## config.mk

```make
export PLATFORM = sky130hd
export DESIGN_NAME = icache
export DESIGN_NICKNAME = d
export VERILOG_FILES = /design/src/rtl/icache.sv
export SDC_FILE = /design/constraint.sdc
export NUM_CORES = 1
export LEC_CHECK = 0
export CAP_MARGIN = 20
export CORE_ASPECT_RATIO = 0.5
export CORE_MARGIN = 3
export CORE_UTILIZATION = 57
export CTS_CLUSTER_DIAMETER = 150
export DETAILED_ROUTE_END_ITERATION = 8
export PLACE_DENSITY = 0.81
export SLEW_MARGIN = 10
export SYNTH_ARGS = -nofsm -noshare
export SYNTH_HDL_FRONTEND = slang
export SYNTH_SLANG_ARGS = --single-unit
```

## constraint.sdc

```tcl
create_clock -name CLK -period 11.7 [get_ports CLK]
set_input_delay 1.17 -clock CLK [delete_from_list [all_inputs] [get_ports CLK]]
set_output_delay 1.17 -clock CLK [all_outputs]
set_load 0.02 [all_outputs]
```

## src/rtl/icache.sv

```systemverilog
// ---------------------------------------------------------------------------
// icache -- direct-mapped instruction cache with SETS one-word frames.
//
// A lookup that hits in IDLE is answered combinationally in the same cycle.
// A miss latches the word address, moves to FETCH, and holds a single read
// request to the memory controller until iwait drops. The returned word is
// then written into the frame. An invalidate that arrives during a fetch
// marks that fill as discarded, so the frame is left invalid.
//
// Ports
//   CLK       in   rising-edge clock
//   nRST      in   synchronous reset, active-high
//   imemREN   in   datapath instruction read request
//   imemaddr  in   datapath byte address [31:0]
//   ihit      out  imemload holds the requested word this cycle
//   imemload  out  instruction word to the datapath [31:0]
//   iREN      out  read request to the memory controller
//   iaddr     out  word-aligned fetch address [31:0]
//   iwait     in   memory controller busy (0 = iload valid)
//   iload     in   word from the memory controller [31:0]
//   inval     in   invalidate all frames
// ---------------------------------------------------------------------------
module icache #(
    parameter int SETS = 16
) (
    input  logic        CLK,
    input  logic        nRST,
    input  logic        imemREN,
    input  logic [31:0] imemaddr,
    output logic        ihit,
    output logic [31:0] imemload,
    output logic        iREN,
    output logic [31:0] iaddr,
    input  logic        iwait,
    input  logic [31:0] iload,
    input  logic        inval
);

    localparam int IW = $clog2(SETS);
    localparam int TW = 30 - IW;

    typedef enum logic {IDLE, FETCH} state_t;

    state_t            r_state;
    logic [SETS-1:0]   r_valid;
    logic [TW-1:0]     r_tag  [SETS];
    logic [31:0]       r_data [SETS];
    logic [31:0]       r_addr;
    logic              r_discard;

    logic [IW-1:0]     w_idx;
    logic [TW-1:0]     w_tag;
    logic [IW-1:0]     w_fill_idx;
    logic [TW-1:0]     w_fill_tag;
    logic              w_lookup;
    logic              w_fill;
    logic              w_unused;

    assign w_idx      = imemaddr[IW+1:2];
    assign w_tag      = imemaddr[31:IW+2];
    assign w_fill_idx = r_addr[IW+1:2];
    assign w_fill_tag = r_addr[31:IW+2];
    // Byte offset never affects which word is returned.
    assign w_unused   = &{1'b0, imemaddr[1:0]};

    assign w_lookup = (r_state == IDLE) && imemREN && !inval
                      && r_valid[w_idx] && (r_tag[w_idx] == w_tag);

    // A fill lands only when the transfer completes, nothing invalidated it
    // during the fetch (now or earlier), and reset is not overriding it.
    assign w_fill = (r_state == FETCH) && !iwait && !r_discard && !inval && !nRST;

    assign ihit     = w_lookup;
    assign imemload = w_lookup ? r_data[w_idx] : 32'd0;
    assign iREN     = (r_state == FETCH);
    assign iaddr    = (r_state == FETCH) ? r_addr : 32'd0;

    // Control state: FSM, valid bits, latched address, discard flag.
    always_ff @(posedge CLK) begin
        if (nRST) begin
            r_state   <= IDLE;
            r_valid   <= '0;
            r_addr    <= 32'd0;
            r_discard <= 1'b0;
        end else begin
            case (r_state)
                IDLE: begin
                    if (inval) begin
                        r_valid <= '0;
                    end else if (imemREN && !w_lookup) begin
                        r_addr    <= {imemaddr[31:2], 2'b00};
                        r_discard <= 1'b0;
                        r_state   <= FETCH;
                    end
                end
                FETCH: begin
                    if (inval) begin
                        r_valid   <= '0;
                        r_discard <= 1'b1;
                    end
                    if (!iwait) begin
                        if (w_fill)
                            r_valid[w_fill_idx] <= 1'b1;
                        r_discard <= 1'b0;
                        r_state   <= IDLE;
                    end
                end
                default: r_state <= IDLE;
            endcase
        end
    end

    // Frame storage needs no reset: the valid bits gate every use.
    always_ff @(posedge CLK) begin
        if (w_fill) begin
            r_tag[w_fill_idx]  <= w_fill_tag;
            r_data[w_fill_idx] <= iload;
        end
    end

endmodule

```

; ---- Word-level counts from Yosys, hierarchy flattened
; Memories as Yosys holds them, arrays and structs flattened.
; Cells that the tools add are included.
[op_classes]
order_cmp = 3
n_eq_ne = 4
muxes = 23
bitwise_logic = 3
n_reduce_logical = 17
[ops]
columns = cell, n
row1 = 16-bit 2-to-1 mux, 5
row2 = 32-bit 2-to-1 mux, 2
row3 = 16-bit one-hot mux with 2 select lines, 1
row4 = 26-bit equality test, 1
row5 = 16-bit bitwise OR, 1
row6 = 1-bit 2-to-1 mux, 11
row7 = 1-bit logical AND, 10
row8 = 4-bit by 5-bit less-than comparator with 1-bit output (second input constant), 2
row9 = 3-bit AND reduction, 2
row10 = 1-bit logical NOT, 5
row11 = 1-bit binary-select mux with 4-bit select, 1
row12 = 1-bit demux with 4-bit select, 1
row13 = 4-bit by 1-bit >= comparator with 1-bit output (second input constant), 1
row14 = 1-bit one-hot mux with 2 select lines, 2
row15 = 3-bit != test (second input constant), 1
row16 = 2-bit by 1-bit != test with 1-bit output (second input constant), 1
row17 = 2-bit != test (second input constant), 1
row18 = 1-bit NOT, 2
[word_totals]
ff_bits = 48
ramBits = 928
input_bits = 69
out_inout_bits = 66
word_cells = 56
memories = 2
[mem_list]
columns = memory, words, width, rd, rd_ports_with_merged_regs, write_ports, line_no
row1 = r_data, 16, 32, 1, 0, 1, 47  ; logic [31:0] r_data [SETS];
row2 = r_tag, 16, 26, 1, 0, 1, 46  ; logic [TW-1:0] r_tag [SETS];

; ---- Logic depth before layout (Yosys ltp)
[logic_depth]
depth_word = 10
depth_mapped = 15
ltp_nobuf = 9

; ---- Least setup slack after synthesis
; No wires, ideal clock.
[synth_path]
path_kind = input to register
from = input iwait
to = register r_valid[4]
setup_time_ns = 0.075
arrival_time_ns = 6.209
t_required_ns = 11.625
setup_slack_ns = 5.416
stages = 5
n_path_buf = 0
cell_sequence = nor2b_1 -> nor2b_1 -> nand3_1 -> nor3_1 -> o21ba_2
[synth_via]
elab_chain_cells = 8
[synth_lines]
columns = item, line_no
row1 = from (decl), 34  ; input logic iwait,
row2 = 1-bit logical NOT, --
row3 = 1-bit logical AND (4 in a row), 71  ; assign w_fill = (r_state == FETCH) && !iwait && !r_discard && !inval && !nRST;
row4 = 16-bit 2-to-1 mux, 102  ; if (w_fill)
row5 = 16-bit 2-to-1 mux *, 101  ; if (!iwait) begin
row6 = 16-bit one-hot mux with 2 select lines *, 86  ; case (r_state)
row7 = to (signal assigned), 89  ; r_valid <= '0;
row8 = to (signal assigned), 98  ; r_valid <= '0;
row9 = "to (signal, indexed assignment)", 103  ; r_valid[w_fill_idx] <= 1'b1;
row10 = to (decl), 45  ; logic [SETS-1:0] r_valid;
; Every way passes the cells marked *; elsewhere a longest branch is shown, timed or not.
; A chain may end at the register's enable or synchronous reset.

; ---- Worst setup path after layout
[layout_path]
from = input imemaddr[3]
to = output imemload[0]
[layout_via]
elab_chain_cells = 5
elab_cells_between_ends = 8
[layout_lines]
columns = item, line_no
row1 = from (decl), 29  ; input logic [31:0] imemaddr,
row2 = branches (longest 4 deep; another with memory 16 x 26 bit), --
row3 = 32-bit 2-to-1 mux *, 74  ; assign imemload = w_lookup ? r_data[w_idx] : 32'd0;
row4 = to (decl), 31  ; output logic [31:0] imemload,
; Every way passes the cells marked *. The select of a mux whose other input is x is not followed.

==> results.json <==
{
  "outcome": "finished clean",
  "ir_worst_vdd_v": 0.0000933,
  "antenna_found_initial": 4,
  "p_per_area_nw_per_um2": 158,
  "synth-edff-count": 928,
  "p_leak_nw": 13.3,
  "grt_pass1_vias": 19600,
  "cts_hold_buffers": 0,
  "overflow": 0,
  "crit_type": "in -> out",
  "ys_seq_elements": 976,
  "yosysTopAreaCell": "edfxtp_1",
  "hp-class": "reg -> reg",
  "synth_top_area_share_pct": 72.9,
  "syn_area_um2": 38200,
  "ant_nets": 0,
  "cts-root-buf": "clkbuf_16",
  "ioPinCount": 135,
  "dp_hpwl_um": 42100,
  "worst-path-max-fanout": 94,
  "clk-insertion-delay-late_ns": 0.61,
  "worst-path-buf-inv": 4,
  "max-cap-violations": 0,
  "yosys-top-cells-area": "edfxtp_1, mux4_2, dfxtp_1",
  "first_iter_violations": 2324,
  "synthCells": 1780,
  "yosysUniqueCellTypes": 52,
  "wire_per_inst_um": 31.0,
  "h-tree-depth": 3,
  "numPortBuffers": 130,
  "cts_tree": "yes",
  "worst_pin_slew_ns": 1.09,
  "crit_arrival_ns": 6.14,
  "initial_core_util_pct": 58.2,
  "globalplace.congestion": 0.764,
  "relSlewSlack_pct": 26.9,
  "synth_common_cells": "edfxtp_1, mux4_2, mux2i_1",
  "startpoint_type": "input pin",
  "fp.dieW_um": 372,
  "cts-resized-gates": 0,
  "dieArea_um2": 70400,
  "vias_per_cell": 6.58,
  "path_cells": "buf_8, buf_4, mux4_2, mux2i_1, xnor2_1, o21ai_0, o2111ai_1, nor4_2, nand4_2, buf_4, and2b_1, clkdlybuf4s50_1",
  "cts_buffer_depth": 3,
  "via_count": 18900,
  "cp.required_ns": 10.53,
  "fin_crit_ns": 7.31,
  "cpLargestDelayFamily": "buffers and inverters",
  "yosysMostFrequentCell": "edfxtp_1",
  "ys.flop_type": "edfxtp_1",
  "skew_ns": 0.0147,
  "drv_slew": 0,
  "seq_area_frac_synth_pct": 75.4,
  "cts_buffers": 82,
  "grt_pass1_wl_um": 131000,
  "ys_warn_count": 0,
  "core_area_um2": 65700,
  "area_delta_synth_final_pct": 12.7,
  "cts_setup_buffers": 0,
  "setup_viol": 0,
  "grt_max_degree": 104,
  "cpMostUsedCell": "buf_4",
  "cts.clk_slew.worst_paths_ns": 0.06,
  "final_core_utilization_pct": 65.6,
  "hold_slack_ns": 0.459,
  "max_stage_delay_ns": 0.84,
  "drt_wl_total_um": 89300,
  "critPathSlowestCell": "buf_4",
  "drc_errors": 0,
  "die_h_um": 189,
  "drive_gt1_share_pct": 21.3,
  "postSynthAreaPerCell_um2": 21.5,
  "drtPass1Iterations": 5,
  "fin_tns_setup_ns": 0,
  "rsz0062_at_grt": "no",
  "gr-usage-all-layers_pct": 25.7,
  "finalNetCount": 1996,
  "fin_crit_sh_pct": 62.4,
  "fmax_mhz": 137,
  "synth-async-reset-ratio_pct": 0,
  "hold_viol": 0,
  "rows": 66,
  "end_kind": "output pin",
  "clkSinkCount": 976
}
-- power by group --
part | switching (mW) | internal (mW)
Sequential | 0.0230 | 3.83
Clock | 1.20 | 1.47
Combinational | 0.168 | 0.145
Total | 1.39 | 5.44
-- path summary, 6_finish.rpt --
check | start | endpoint | slack, ns | depth (start not counted)
worst max register to register | r_tag[15][17] | r_addr[13] | 7.57 | 11
worst min-delay path | r_valid[11] | r_valid[11] | 0.46 | 1
worst min register to register | r_valid[11] | r_valid[11] | 0.46 | 1
worst max-delay path | imemaddr[3] | imemload[0] | 4.39 | 12
-- through the flow --
step | cells | worst slack [ns] | area, µm² | total power [mW]
2_1_floorplan | 1781 | 5.42 | 38200 | 4.12
3_3_place_gp | 2727 | 4.63 | 40500 | 4.22
3_5_place_dp | 2727 | 4.54 | 40500 | 4.23
4_1_cts | 2874 | 4.37 | 43100 | 6.85
5_1_grt | 2878 | 4.15 | 43100 | 7.00
6_report | 2878 | 4.39 | 43100 | 6.83
-- cell families after synthesis --
logic type / synth area share, %
xor gates and xnor gates: 1.03
and+or+nand+nor: 3.60
muxes: 17.3
buffers and inverters: 1.38
AOI/OAI and AO/OA: 1.21
DFF: 75.4
other: 0.00981
-- state kept, by name, summed over array words and instances (netlist names) --
register and cells:
r_addr 30, r_data 512, iREN 1, r_valid 16, r_discard 1, r_tag 416
-- cell type report --
class / count / area [µm²]
fill: 3870 / 22600
multi-input combinational: 700 / 8980
timing repair buffer: 163 / 1570
sequential: 976 / 28800
clock inverter: 36 / 265
tap: 884 / 1110
inverter: 4 / 15.0
antenna: 4 / 10.0
clock buffer: 111 / 2310
-- placed cells by master, fill, tap and decap left out, types with 4 or more instances in the layout --
cell,instances
nor2_1,21
nor4_1,5
a22o_1,4
nand3_1,11
nor2b_1,37
clkbuf_1,20
xnor2_1,28
clkbuf_8,4
and2_1,32
nand2_1,23
mux2i_1,93
nor2_4,12
dfxtp_1,48
a21o_1,4
clkbuf_16,87
edfxtp_1,928
and2b_1,4
nand2b_1,67
clkinv_2,10
a221oi_1,6
a211oi_1,5
bufinv_16,4
nor3_1,6
o211ai_1,4
a21oi_1,16
mux2_2,6
clkinv_1,19
xor2_1,17
a22oi_1,5
buf_4,33
nor3_2,4
o21ai_0,6
clkdlybuf4s50_1,125
mux4_2,250
inv_1,4
diode_2,4
-- metal layers --
layer | part of all wire (%) | global-route usage (%)
met2 | 51 | 42.8
met5 | 0 | 0
met3 | 8.5 | 4.70
met4 | 3.5 | 10.3
met1 | 37 | 34.1
No activity file was read; power rests on OpenSTA's default activity.
